## src/rtl/seq_round_ctrl.sv

```systemverilog
`default_nettype none
// ============================================================================
// Module      : seq_round_ctrl
// Description : Round controller for the memory game. Pulses the sequence
//               register load enable, plays the first N nibbles of the stored
//               64-bit sequence on the LED output, then checks N key presses
//               against them, reporting hit/miss, round, win and lose.
//               Optional feature macro: KEY_TIMEOUT_EN (key wait time limit).
// Revision    : 1.0 - initial release
// ============================================================================
module seq_round_ctrl #(
    parameter int N_NIBBLES      = 16,
    parameter int SHOW_CYCLES    = 4,
    parameter int GAP_CYCLES     = 2,
    parameter int TIMEOUT_CYCLES = 32
) (
    input  logic        clk,
    input  logic        R,
    input  logic        start,
    input  logic [63:0] seq_q,
    input  logic        key_valid,
    input  logic [3:0]  key,
    output logic        reg_E,
    output logic [3:0]  led,
    output logic        led_valid,
    output logic [4:0]  round_out,
    output logic        hit,
    output logic        miss,
    output logic        busy,
    output logic        win,
    output logic        lose
);

    // One timer serves the show/gap phases and, when enabled, the key wait
    // limit; it is sized for the longest of the three intervals.
    localparam int MAX_SG   = (SHOW_CYCLES > GAP_CYCLES) ? SHOW_CYCLES : GAP_CYCLES;
    localparam int MAX_T    = (MAX_SG > TIMEOUT_CYCLES) ? MAX_SG : TIMEOUT_CYCLES;
    localparam int TMR_W    = $clog2(MAX_T + 1);

    typedef enum logic [2:0] {
        S_IDLE     = 3'd0,
        S_LOAD     = 3'd1,
        S_SHOW     = 3'd2,
        S_GAP      = 3'd3,
        S_WAIT_KEY = 3'd4,
        S_WIN      = 3'd5,
        S_LOSE     = 3'd6
    } state_t;

    state_t             state;
    logic [3:0]         idx;
    logic [TMR_W-1:0]   timer;

    logic [3:0]         nib [16];
    logic [3:0]         nib_cur;
    logic               idx_last;

    // Nibble i of the sequence, most significant nibble first.
    for (genvar g = 0; g < 16; g++) begin : g_nib
        assign nib[g] = seq_q[63 - 4*g -: 4];
    end

    assign nib_cur  = nib[idx];
    assign idx_last = ({1'b0, idx} == (round_out - 5'd1));

    // Game sequencing; every output is a registered copy of the FSM decision.
    always_ff @(posedge clk or posedge R) begin
        if (R) begin
            state     <= S_IDLE;
            idx       <= 4'd0;
            timer     <= '0;
            reg_E     <= 1'b0;
            led       <= 4'd0;
            led_valid <= 1'b0;
            round_out <= 5'd0;
            hit       <= 1'b0;
            miss      <= 1'b0;
            busy      <= 1'b0;
            win       <= 1'b0;
            lose      <= 1'b0;
        end else begin
            hit   <= 1'b0;
            miss  <= 1'b0;
            reg_E <= 1'b0;
            case (state)
                S_IDLE, S_WIN, S_LOSE: begin
                    if (start) begin
                        state     <= S_LOAD;
                        reg_E     <= 1'b1;
                        round_out <= 5'd1;
                        idx       <= 4'd0;
                        timer     <= '0;
                        win       <= 1'b0;
                        lose      <= 1'b0;
                        busy      <= 1'b1;
                        led_valid <= 1'b0;
                    end
                end
                // The register captures at the end of LOAD, so seq_q is
                // only trusted from the first SHOW cycle onward.
                S_LOAD: begin
                    state <= S_SHOW;
                    timer <= '0;
                end
                S_SHOW: begin
                    led       <= nib_cur;
                    led_valid <= 1'b1;
                    if (timer == TMR_W'(SHOW_CYCLES - 1)) begin
                        timer <= '0;
                        state <= S_GAP;
                    end else begin
                        timer <= timer + 1'b1;
                    end
                end
                S_GAP: begin
                    led_valid <= 1'b0;
                    if (timer == TMR_W'(GAP_CYCLES - 1)) begin
                        timer <= '0;
                        if (idx_last) begin
                            idx   <= 4'd0;
                            state <= S_WAIT_KEY;
                        end else begin
                            idx   <= idx + 4'd1;
                            state <= S_SHOW;
                        end
                    end else begin
                        timer <= timer + 1'b1;
                    end
                end
                S_WAIT_KEY: begin
                    led_valid <= 1'b0;
                    if (key_valid) begin
                        timer <= '0;
                        if (key == nib_cur) begin
                            hit <= 1'b1;
                            if (!idx_last) begin
                                idx <= idx + 4'd1;
                            end else if (round_out == 5'(N_NIBBLES)) begin
                                state <= S_WIN;
                                win   <= 1'b1;
                                busy  <= 1'b0;
                            end else begin
                                round_out <= round_out + 5'd1;
                                idx       <= 4'd0;
                                state     <= S_SHOW;
                            end
                        end else begin
                            miss  <= 1'b1;
                            lose  <= 1'b1;
                            busy  <= 1'b0;
                            state <= S_LOSE;
                        end
                    end
`ifdef KEY_TIMEOUT_EN
                    // A key in the limit cycle wins over the timeout above.
                    else if (timer == TMR_W'(TIMEOUT_CYCLES - 1)) begin
                        timer <= '0;
                        miss  <= 1'b1;
                        lose  <= 1'b1;
                        busy  <= 1'b0;
                        state <= S_LOSE;
                    end else begin
                        timer <= timer + 1'b1;
                    end
`else
                    // Without the limit the player may take forever.
`endif
                end
                default: begin
                    state <= S_IDLE;
                    busy  <= 1'b0;
                end
            endcase
        end
    end

endmodule
`default_nettype wire

```

## config.mk

```make
export PLATFORM = sky130hd
export DESIGN_NAME = seq_round_ctrl
export DESIGN_NICKNAME = d
export VERILOG_FILES = /design/src/rtl/seq_round_ctrl.sv
export SDC_FILE = /design/constraint.sdc
export NUM_CORES = 1
export LEC_CHECK = 0
export CAP_MARGIN = 5
export CORE_ASPECT_RATIO = 0.9
export CORE_MARGIN = 1.5
export CORE_UTILIZATION = 49
export CTS_BUF_LIST = sky130_fd_sc_hd__clkbuf_16
export DETAILED_ROUTE_END_ITERATION = 6
export PLACE_DENSITY_LB_ADDON = 0.1
export SKIP_LAST_GASP = 1
export SYNTH_ARGS = -nofsm -noshare
export SYNTH_HDL_FRONTEND = slang
export SYNTH_SLANG_ARGS = --single-unit
```

## constraint.sdc

```tcl
create_clock -name clk -period 4 [get_ports clk]
set_clock_uncertainty 0.1 [all_clocks]
set_input_delay 0.8 -clock clk [delete_from_list [all_inputs] [get_ports clk]]
set_output_delay 0.8 -clock clk [all_outputs]
set_load 0.05 [all_outputs]
```

==> results.ini <==
[status]
status = finished, final reports clean

[setup_path]
crit_family = multiplexers
start_kind = input port
max_stage_delay_ns = 0.44
worstPathMaxFanout = 19
crit_arrival_ns = 3.45
cp.required_ns = 4.04
worstSetupPathType = in -> reg
worstSetupStartpoint = seq_q[60]
reg2reg_from = idx[0]
cp_cell_sequence = clkdlybuf4s50_1, mux4_2, mux2_2, xor2_1, o311ai_2, nand4_4, o21ai_1, mux2_2
path_buf_inv = 1
end_kind = flip-flop
path_common_cell = mux2_2
crit_slowest_cell = mux4_2

[synth]
yosys_most_used_dff = dfrtp_1
synth_cell_types = 56
postSynthCellCount = 263
synth_top_cell_area_share = 0.3002
ys_ff_latch = 29
syn_area_per_cell_sq_um = 9.191
syn_area_sq_mm = 0.002417
synth_edf_count = 0
synth_top_cell_by_area = dfrtp_1
synth_warnings = 0
ys_top_cells_by_area = dfrtp_1, mux4_2, mux2_2
synth_async_sr_flop_share = 1.000
ys_seq_area_frac = 0.3002
syn_nets = 340

[floorplanning]
die-area_sq_mm = 0.005364
dieWidth_um = 77.04
start_util = 0.5031
core_area_sq_mm = 0.004805
chipHeight_um = 69.63
io-pin-count = 88
rows = 24

[place]
gp_congestion = 0.8200
place_area_sq_mm = 0.003342
dp_hpwl_mm = 4.637
port_buffers = 87

[timing]
slew_violations = 0
rsz0062_at_grt = no
fin_crit_ns = 3.405
holdWs_ns = 0.3826
max_freq_mhz = 293.7
timing.final.crit_share = 0.8513
worst_pin_slew_ns = 0.7901
max_slew_margin = 0.4733
tns_ns = 0
hold_viol_final = 0
setup_viol = 0

[cts]
cts.sinks = 29
h-tree-depth = 2
ctsHoldBuffers = 0
cts_buffer_depth = 2
clock_latency_ns = 0.27
clockRootBuffer = clkbuf_16
cts_tree = done
ctsResizeCount = 0
cts_buffers = 5
clkTransAtPathRegs_ns = 0.05
cts_setup_buffers = 0

[route]
wirelength_mm = 6.083
dr.pass1.iters = 4
drt_iter0_drc = 88
route.vias.total = 2351
ant_nets = 0
avgViaCountPerCell = 5.679
route.detailed.drc = 0
route.detailed.wl_per_inst_um = 14.69

[layout]
final_util = 0.7289
fin_area_sq_mm = 0.003502
nets = 426
multiInputGateArea_sq_mm = 0.001593
regArea_sq_um = 725.7
drive_gt1_frac = 0.1175
fillers = 376
num_antenna_cells = 0
area_growth_syn_to_layout_pct = 44.88

[flow_run]
drv_cap = 0

[grt]
grt_usage = 0.2349
overflow = 0
antenna_found_initial = 0
grt_max_degree = 30
grt_pass1_wl_mm = 10.26
grt_pass1_vias = 2304

[pwr]
powerDensity_mw_per_mm2 = 475.3
p_leak_uw = 0.001423
total_power_uw = 1665
max-vdd-ir-drop_mv = 0.3569

[min_path]
min-delay-start = busy
min-delay-path-class = reg -> reg

==> synthesized netlist by cell type (2+ instances only) <==
cell / count
buf_2: 4
a21o_1: 5
and3_1: 3
nor2_1: 16
a21boi_0: 2
mux2i_1: 7
nor2b_1: 7
o31ai_1: 3
a22oi_1: 3
xnor2_1: 2
o21bai_1: 2
inv_1: 11
nand2b_1: 7
mux4_2: 12
nand2_1: 28
xor2_1: 4
or3_1: 3
or4_1: 2
dfrtp_1: 29
nand3_1: 10
ha_1: 5
nand3b_1: 2
a32o_1: 2
o32ai_1: 2
nor3b_1: 3
nor4_1: 5
clkbuf_1: 7
a22o_1: 3
and3b_1: 2
mux2_2: 13
or2_2: 2
o21ai_1: 2
o21ai_0: 15
a31oi_1: 4
a21oi_1: 8
nor3_1: 8
==> flip-flops by register name (all words and copies together), names as in the netlist, 3 cells and up <==
name	cells
idx	4
round_out	5
timer	6
led	4
state	3
==> area by class of cell <==
type                    instances  area share
inverters                      11     0.01179
well taps                      65     0.02322
repair buffers                 92      0.2651
flip-flops and latches         29      0.2072
clock buffers                   5     0.03573
multi-input cells             210      0.4548
clock inverters                 2    0.002144
==> cell families after synthesis <==
kind of cell	Yosys count	synth area share
AO/OA/AOI/OAI	65	0.1879
AND/OR/NAND/NOR	102	0.2221
flip-flops	29	0.3002
adder cells (fa/ha/maj)	5	0.02588
multiplexers	32	0.2013
XOR/XNOR	6	0.02174
buffers and inverters	24	0.04089
==> power by group <==
part           switching, uW  leakage (uW)  total, uW  internal [uW]
clock                    115     0.0000685        336            221
combinational            488      0.000976        875            387
sequential              89.0      0.000379        453            364
total                    692       0.00142       1660            972
==> through the flow <==
step	setup WS, ns	std cells
3_3_place_gp	0.3748	406
5_1_grt	0.3432	414
4_1_cts	0.5914	413
6_report	0.5949	414
2_1_floorplan	1.020	263
3_5_place_dp	0.3044	406
==> layer usage <==
metal  track usage  up-vias  routed length [um]
li1              -     1161                   -
met1        0.3039     1129                2725
met2        0.4130       57                3109
met3       0.04474        4                 213
met4       0.04242        0                  36
met5             0        -                   0
==> final timing paths <==
path | slack [ns] | endpoint | cells after the start
setup / recovery | 0.59 | idx[1] | 8
hold / removal | 0.38 | busy | 1
setup reg to reg | 0.65 | idx[1] | 8
hold reg to reg | 0.38 | busy | 1
max in group asynchronous | 2.68 | busy | 3
min in group asynchronous | 0.69 | led[1] | 2
==> cell usage in the layout (no fill, tap or decap), drive strengths merged, types with 4 or more instances in the layout <==
cell	netlist	final
nor2b	7	7
buf	6	5
inv	11	12
nor4	5	5
xor2	4	4
mux2i	7	7
o21ai	17	17
a21o	5	5
a21oi	8	8
mux2	13	13
nand2	28	28
dfrtp	29	29
nand2b	7	7
nand3	10	10
mux4	12	12
nor3	8	8
ha	5	5
nor2	16	16
clkdlybuf4s50	0	87
a31oi	4	4
clkbuf	7	5
Power figures use the tool's default switching activity.
